## config.mk

```make
export PLATFORM = sky130hd
export DESIGN_NAME = mult_error_stats
export DESIGN_NICKNAME = d
export VERILOG_FILES = /design/src/rtl/mult_error_stats.sv
export SDC_FILE = /design/constraint.sdc
export NUM_CORES = 1
export LEC_CHECK = 0
export BUFFER_PORTS_ARGS = -buffer_cell sky130_fd_sc_hd__buf_4
export CORE_MARGIN = 5
export CORE_UTILIZATION = 30
export DETAILED_ROUTE_END_ITERATION = 8
export PLACE_DENSITY = 0.51
export RECOVER_POWER = 25
export SYNTH_ARGS = -nofsm -noshare
export SYNTH_HDL_FRONTEND = slang
export SYNTH_SLANG_ARGS = --single-unit
```

## constraint.sdc

```tcl
create_clock -name clk -period 3.7 [get_ports clk]
set_clock_uncertainty 0.15 [all_clocks]
set_input_delay 0.37 -clock clk [delete_from_list [all_inputs] [get_ports clk]]
set_output_delay 0.37 -clock clk [all_outputs]
set_load 0.02 [all_outputs]
```

## src/rtl/mult_error_stats.sv

```systemverilog
// Error-distance statistics collector for an approximate multiplier.
// Collects N_SAMPLES accepted (y_approx, y_exact) pairs. For the run it reports the
// error count, the maximum error distance, the sum of error distances and the
// truncated mean error distance.
module mult_error_stats #(
  parameter int unsigned N_SAMPLES = 256,
  parameter int unsigned W         = 16
) (
  input  logic                                  clk,
  input  logic                                  rst,
  input  logic                                  start,
  input  logic                                  in_valid,
  input  logic [W-1:0]                          y_approx,
  input  logic [W-1:0]                          y_exact,
  output logic                                  in_ready,
  output logic                                  busy,
  output logic                                  done,
  output logic [$clog2(N_SAMPLES):0]            err_count,
  output logic [W:0]                            max_ed,
  output logic [W+$clog2(N_SAMPLES):0]          sum_ed,
  output logic [W:0]                            mean_ed
);

  localparam int unsigned LG  = $clog2(N_SAMPLES);
  localparam int unsigned EDW = W + 1;
  localparam int unsigned SW  = EDW + LG;
  localparam int unsigned CW  = LG + 1;

  typedef enum logic [1:0] {StIdle, StRun, StFinish} state_e;

  state_e           state_q, state_d;
  logic [CW-1:0]    cnt_q;
  logic [CW-1:0]    err_q;
  logic [EDW-1:0]   max_q;
  logic [SW-1:0]    sum_q;
  logic [EDW-1:0]   mean_q;
  logic             busy_q, done_q;

  logic             accept;
  logic             last;
  logic [EDW-1:0]   diff;
  logic [EDW-1:0]   ed;

  // Differences are taken at W+1 bits so the widest signed gap cannot overflow.
  assign diff     = {y_approx[W-1], y_approx} - {y_exact[W-1], y_exact};
  assign ed       = diff[EDW-1] ? (~diff + EDW'(1)) : diff;

  assign in_ready = (state_q == StRun);
  assign accept   = in_ready && in_valid;
  assign last     = accept && (cnt_q == CW'(N_SAMPLES - 1));

  // State register.
  always_ff @(posedge clk or posedge rst) begin
    if (rst) state_q <= StIdle;
    else     state_q <= state_d;
  end

  // Next-state logic. A start pulse is only acted on in idle.
  always_comb begin
    state_d = state_q;
    unique case (state_q)
      StIdle:   if (start) state_d = StRun;
      StRun:    if (last)  state_d = StFinish;
      StFinish: state_d = StIdle;
      default:  state_d = StIdle;
    endcase
  end

  // Status flags are registered from the next state, so they stay aligned with state_q.
  always_ff @(posedge clk or posedge rst) begin
    if (rst) begin
      busy_q <= 1'b0;
      done_q <= 1'b0;
    end else begin
      busy_q <= (state_d != StIdle);
      done_q <= (state_d == StFinish);
    end
  end

  // Accumulators: cleared by an accepted start, updated on each accepted sample,
  // and the mean is loaded while leaving FINISH.
  always_ff @(posedge clk or posedge rst) begin
    if (rst) begin
      cnt_q  <= '0;
      err_q  <= '0;
      max_q  <= '0;
      sum_q  <= '0;
      mean_q <= '0;
    end else if (state_q == StIdle && start) begin
      cnt_q  <= '0;
      err_q  <= '0;
      max_q  <= '0;
      sum_q  <= '0;
      mean_q <= '0;
    end else if (accept) begin
      cnt_q <= cnt_q + CW'(1);
      err_q <= err_q + CW'(ed != '0);
      sum_q <= sum_q + SW'(ed);
      if (ed > max_q) max_q <= ed;
    end else if (state_q == StFinish) begin
      mean_q <= EDW'(sum_q >> LG);
    end
  end

  assign busy      = busy_q;
  assign done      = done_q;
  assign err_count = err_q;
  assign max_ed    = max_q;
  assign sum_ed    = sum_q;
  assign mean_ed   = mean_q;

endmodule
```

After elaboration in Yosys (flattened, before gate mapping)
Index checks and enable logic that the tools add are counted.
{ "classes": {"eq_ne": 5, "n_mux": 16, "magnitude_cmp": 1, "addsub": 5, "n_reduce_logical": 11, "n_bitwise": 1} }
{ "ops": {"columns": ["operator", "count"], "rows": [
  ["$mux W17", 7],
  ["$mux W25", 2],
  ["$mux W9", 4],
  ["$add A25 B17 Y25", 1],
  ["$add A17 B1 Y17 const B", 1],
  ["$gt A17 B17 Y1", 1],
  ["$not A17 Y17", 1],
  ["$reduce_bool A17 Y1", 1],
  ["$sub A16 B16 Y17", 1],
  ["$add A9 B1 Y9", 1],
  ["$add A9 B1 Y9 const B", 1],
  ["$eq A9 B8 Y1 const B", 1],
  ["$reduce_bool A2 Y1", 4],
  ["$eq A2 B2 Y1 const B", 2],
  ["$mux W2", 2],
  ["$pmux W2 S2", 1],
  ["$reduce_and A2 Y1", 2],
  ["$logic_and A1 B1 Y1", 3],
  ["$eq A2 B1 Y1 const B", 1],
  ["$logic_not A2 Y1", 1],
  ["$ne A2 B1 Y1 const B", 1]
]} }
{ "totals": {"register_bits": 81, "wordCells": 47} }

Depth between registers and ports, before layout
{ "depth": {"word_depth": 8, "mapped_depth": 23, "ltp_nobuf": 22} }

Least setup slack after synthesis
OpenSTA, ideal clock, no wires.
{ "synth_timing": {"kind": "input to register", "start": "input y_approx[0]", "end": "register max_q[2] (netlist: max_ed[2])", "t_required_ps": 3425, "cell_stages": 19, "setup_ps": 125, "setup_slack_ps": -1805, "arrival_ps": 5230, "path_cell_list": "inv_1 > ha_1 > fa_1 > xor2_1 > and2_1 > mux2_2 > nand4b_1 > or3_1 > or4_1 > or3_1 > nor4_2 > ha_1 > nand4_1 > nor4_1 > a41oi_1 > o21a_1 > clkbuf_1 > buf_1 > mux2_2"} }
{ "synth_between": {"elab_chain_len": 7, "word_cells_on_any_way": 10, "classes_between": "add/sub (2); order compare (1); mux (4); bitwise (1); reduce/logical (2)"} }
{ "synth_rtl": {"columns": ["element", "line", "rtl"], "rows": [
  ["start, declared", "13", "input logic [W-1:0] y_approx,"],
  ["$sub A16 B16 Y17 *", "45", "assign diff = {y_approx[W-1], y_approx} - {y_exact[W-1], y_exact};"],
  ["$not A17 Y17", "46", "assign ed = diff[EDW-1] ? (~diff + EDW'(1)) : diff;"],
  ["$add A17 B1 Y17", "46", null],
  ["$mux W17 *", "46", null],
  ["$gt A17 B17 Y1 or $mux W17 (tied branches)", "99", "if (ed > max_q) max_q <= ed;"],
  ["$reduce_bool A2 Y1 (no source line) or $mux W17 (tied branches)", null, null],
  ["$reduce_and A2 Y1 (no source line) or $mux W17 (tied branches)", null, null],
  ["end signal, assigned", "86", "max_q <= '0;"],
  ["end signal, assigned", "92", "max_q <= '0;"],
  ["end signal, assigned", "99", null],
  ["end, declared", "34", "logic [EDW-1:0] max_q;"]
]} }
Every way passes the cells marked *; elsewhere a longest branch is shown, timed or not. The select of a mux whose other input is x is not followed.
A chain may end at the register's enable or synchronous reset.

Worst setup path in the final report
{ "layout_timing": {"start": "input y_approx[0]", "end": "register max_q[11] (netlist: max_ed[11])"} }
The elaborated chain is that of the path after synthesis.

==> flow_summary.ini <==
[place]
place.gp.congestion = 0.791
io_buffers = 106
place_area_mm2 = 0.00798
hpwl_mm = 13.0

[synth]
syn_area_per_cell_um2 = 9.15
ys_seq_area_frac = 0.350
async_flop_share = 1.00
synth-edff-count = 0
synth_top_area_share = 0.350
yosysWarnings = 0
synth-seq-cells = 81
syn_nets = 725
yosys-top-cells-count = dfrtp_1, ha_1, inv_1
syn-cell-area_mm2 = 0.00579
synth_cells = 632
synth_area_leaders = dfrtp_1, ha_1, xnor2_1
yosys.area.top_type = dfrtp_1
synthDistinctLibCells = 57
synthFlopType = dfrtp_1
synth.most_common_cell = dfrtp_1

[floorplan]
fp.dieArea_mm2 = 0.0222
ios = 107
fp.dieW_um = 149
start_util = 0.307
rows = 50
dieHeight_um = 149
core_area_mm2 = 0.0188

[sta]
setup_tns_ns = -26.06
finalHoldViolations = 0
fin_crit_sh = 1.22
fmax_mhz = 221
worstMarginPinSlew_ns = 2.10
final.min_clock_period_ns = 4.53
final.setup.worst_slack_ns = -0.828
setup_viol = 41
drv_slew = 47
rsz0062_at_grt = yes
maxSlewHeadroom = -0.410

[setup_path]
crit_start = y_approx[0]
critical_path.cell_chain = buf_8 -> inv_8 -> ha_4 -> fa_2 -> nand2b_4 -> a21oi_4 -> xor2_2 -> nor4b_4 -> or3b_4 -> or4_4 -> buf_6 -> o41ai_4 -> xnor2_1 -> ha_1 -> nand4_1 -> a211oi_1 -> o21a_2 -> buf_2 -> mux2_2
reg2reg_from = sum_ed[0]
crit_fanout = 4
crit_path_end = max_ed[11]
criticalPathCategory = primary input to flip-flop
r2r_cells = 13
cp_top_family = simple AND/OR/NAND/NOR gates
r2r_setup_slack_ns = 0.71
worst_r2r_endpoint = sum_ed[20]
cp.required_ns = 3.78
max_stage_delay_ns = 0.47
critPathBufInv = 4
path_depth = 19
crit_slowest_cell = or4_4
worstPathArrival_ns = 4.61
critPathLaunchType = primary input
crit_path_end_kind = flip-flop

[route]
postRouteAntennaNets = 0
dr.first_iter.drc_count = 151
via_count = 5604
dr.pass1.iters = 4
wl_per_cell_um = 14.8
drt-total-wl_mm = 17.2
avgViaCountPerCell = 4.83
drc = 0

[layout]
post-route-util = 0.493
nFillCells = 1743
final_nets = 989
area_delta_synth_final_pct = 60.4
final_cell_area_mm2 = 0.00928
antenna_cells = 0
drive_gt1_frac = 0.474

[cts]
cts_tree = yes
clkLatencyLatePin_ns = 0.34
cts_made_buffers = 9
cts_root_buf = clkbuf_16
clkTransAtPathRegs_ns = 0.07
ctsLongestPathBuffers = 2
cts_sinks = 81
htreeDepth = 3

[global_routing]
grt_pass1_vias = 5785
grt_first_pass_wirelength_mm = 28.2
grt_overflow = 0
grt_usage = 0.155
antenna_found_initial = 0
grt_max_degree = 47

[flow_run]
drv_cap = 1

[power_and_ir_drop]
p_leak_nw = 4.45
finalPower_mw = 6.41
ir_worst_vdd_v = 0.000274
power_density_mw_per_mm2 = 691

[worst_hold_path]
hold_class = primary input to flip-flop
holdPathStages = 2

[run_status]
status = complete, but fails checks
violations = capacitance limit, slew limit, setup timing
==> kinds of logic (layout without fill, tap and decap cells) <==
logic type                 after synthesis  after routing  synth area share
AOI/OAI and AO/OA                      158            158             0.189
xor gates and xnor gates                50             50            0.0757
adders and majority gates               57             57             0.126
buffers and inverters                   68            337            0.0441
DFF                                     81             81             0.350
muxes                                   21             21            0.0394
and+or+nand+nor                        197            197             0.175
==> sequential cells by signal, summed over array words and instances, names as in the netlist <==
register,flops
max_ed,17
state_q,2
done,1
busy,1
cnt_q,9
err_count,9
mean_ed,17
sum_ed,25
==> metrics by stage <==
step | worst slack, ns | std cells | hold WS [ns]
2_1_floorplan | -1.09 | 632 | 0.300
3_3_place_gp | -1.34 | 1111 | 0.315
3_5_place_dp | -1.40 | 1111 | 0.336
4_1_cts | -0.866 | 1145 | 0.0449
5_1_grt | -0.995 | 1161 | 0.156
6_report | -0.828 | 1161 | 0.147
==> layer usage <==
layer,share of wire,track usage
met1,0.42,0.186
met3,0.054,0.0301
met5,0,0
met4,0.015,0.0458
met2,0.51,0.281
==> worst min path at each step <==
| stage | to | startpoint |
|---|---|---|
| floorplan | cnt_q[8] | cnt_q[8] |
| global placement | cnt_q[8] | cnt_q[8] |
| detailed placement | mean_ed[12] | mean_ed[12] |
| CTS | sum_ed[8] | rst |
| global route | done | in_valid |
| finish | done | in_valid |
==> area by class of cell <==
type,count,area (µm²),share of cell area
multi-input combinational,483,4340,0.467
timing repair buffer,270,2100,0.226
sequential,81,2030,0.218
tap,260,325,0.0351
clock buffer,11,253,0.0272
inverter,51,203,0.0218
clock inverter,5,38.8,0.00418
==> what timing repair did <==
item,4_1_cts,5_1_grt
hold buffers,0,0
pin swaps,55,38
resized for setup,100,57
gates cloned,0,1
buffers inserted,20,15
setup endpoints to repair,44,44
==> where the power goes <==
| part | internal (mW) | leakage, nW | switching (mW) |
|---|---|---|---|
| Combinational | 2.17 | 3.26 | 1.97 |
| Clock | 0.495 | 0.142 | 0.377 |
| Sequential | 1.12 | 1.05 | 0.282 |
| Total | 3.79 | 4.45 | 2.63 |
==> layout by cell type, fill, tap and decap left out, types with 4 or more instances in the layout <==
master     Yosys  routed
ha_1          55      40
xnor2_1       26      13
nand3_1       20      14
o21ai_2        0       4
a21oi_2        0      12
a21oi_4        0       4
mux2i_1        7       6
nor2b_1       10       8
and2_1         6       4
nor3_1        10       7
inv_2          0       4
o21a_1        11      10
buf_4          0     250
o21ai_1        0      10
a21oi_1       32      16
ha_4           0      15
mux2_2        14      13
nand2b_1       5       4
inv_1         51      44
and3_1        11       9
nand3_2        0       6
o21bai_1       5       5
buf_6          0      15
xor2_2         0       5
xor2_1        24      19
xnor2_2        0      11
a21o_1        14      13
dfrtp_1       81      81
or3_1         10       7
a22o_1        24      24
clkbuf_16      0       9
nor2_1        47      42
nand4_1       13      13
nand2_1       44      42
o21ai_0       35      18
No activity file was read; power rests on OpenSTA's default activity.
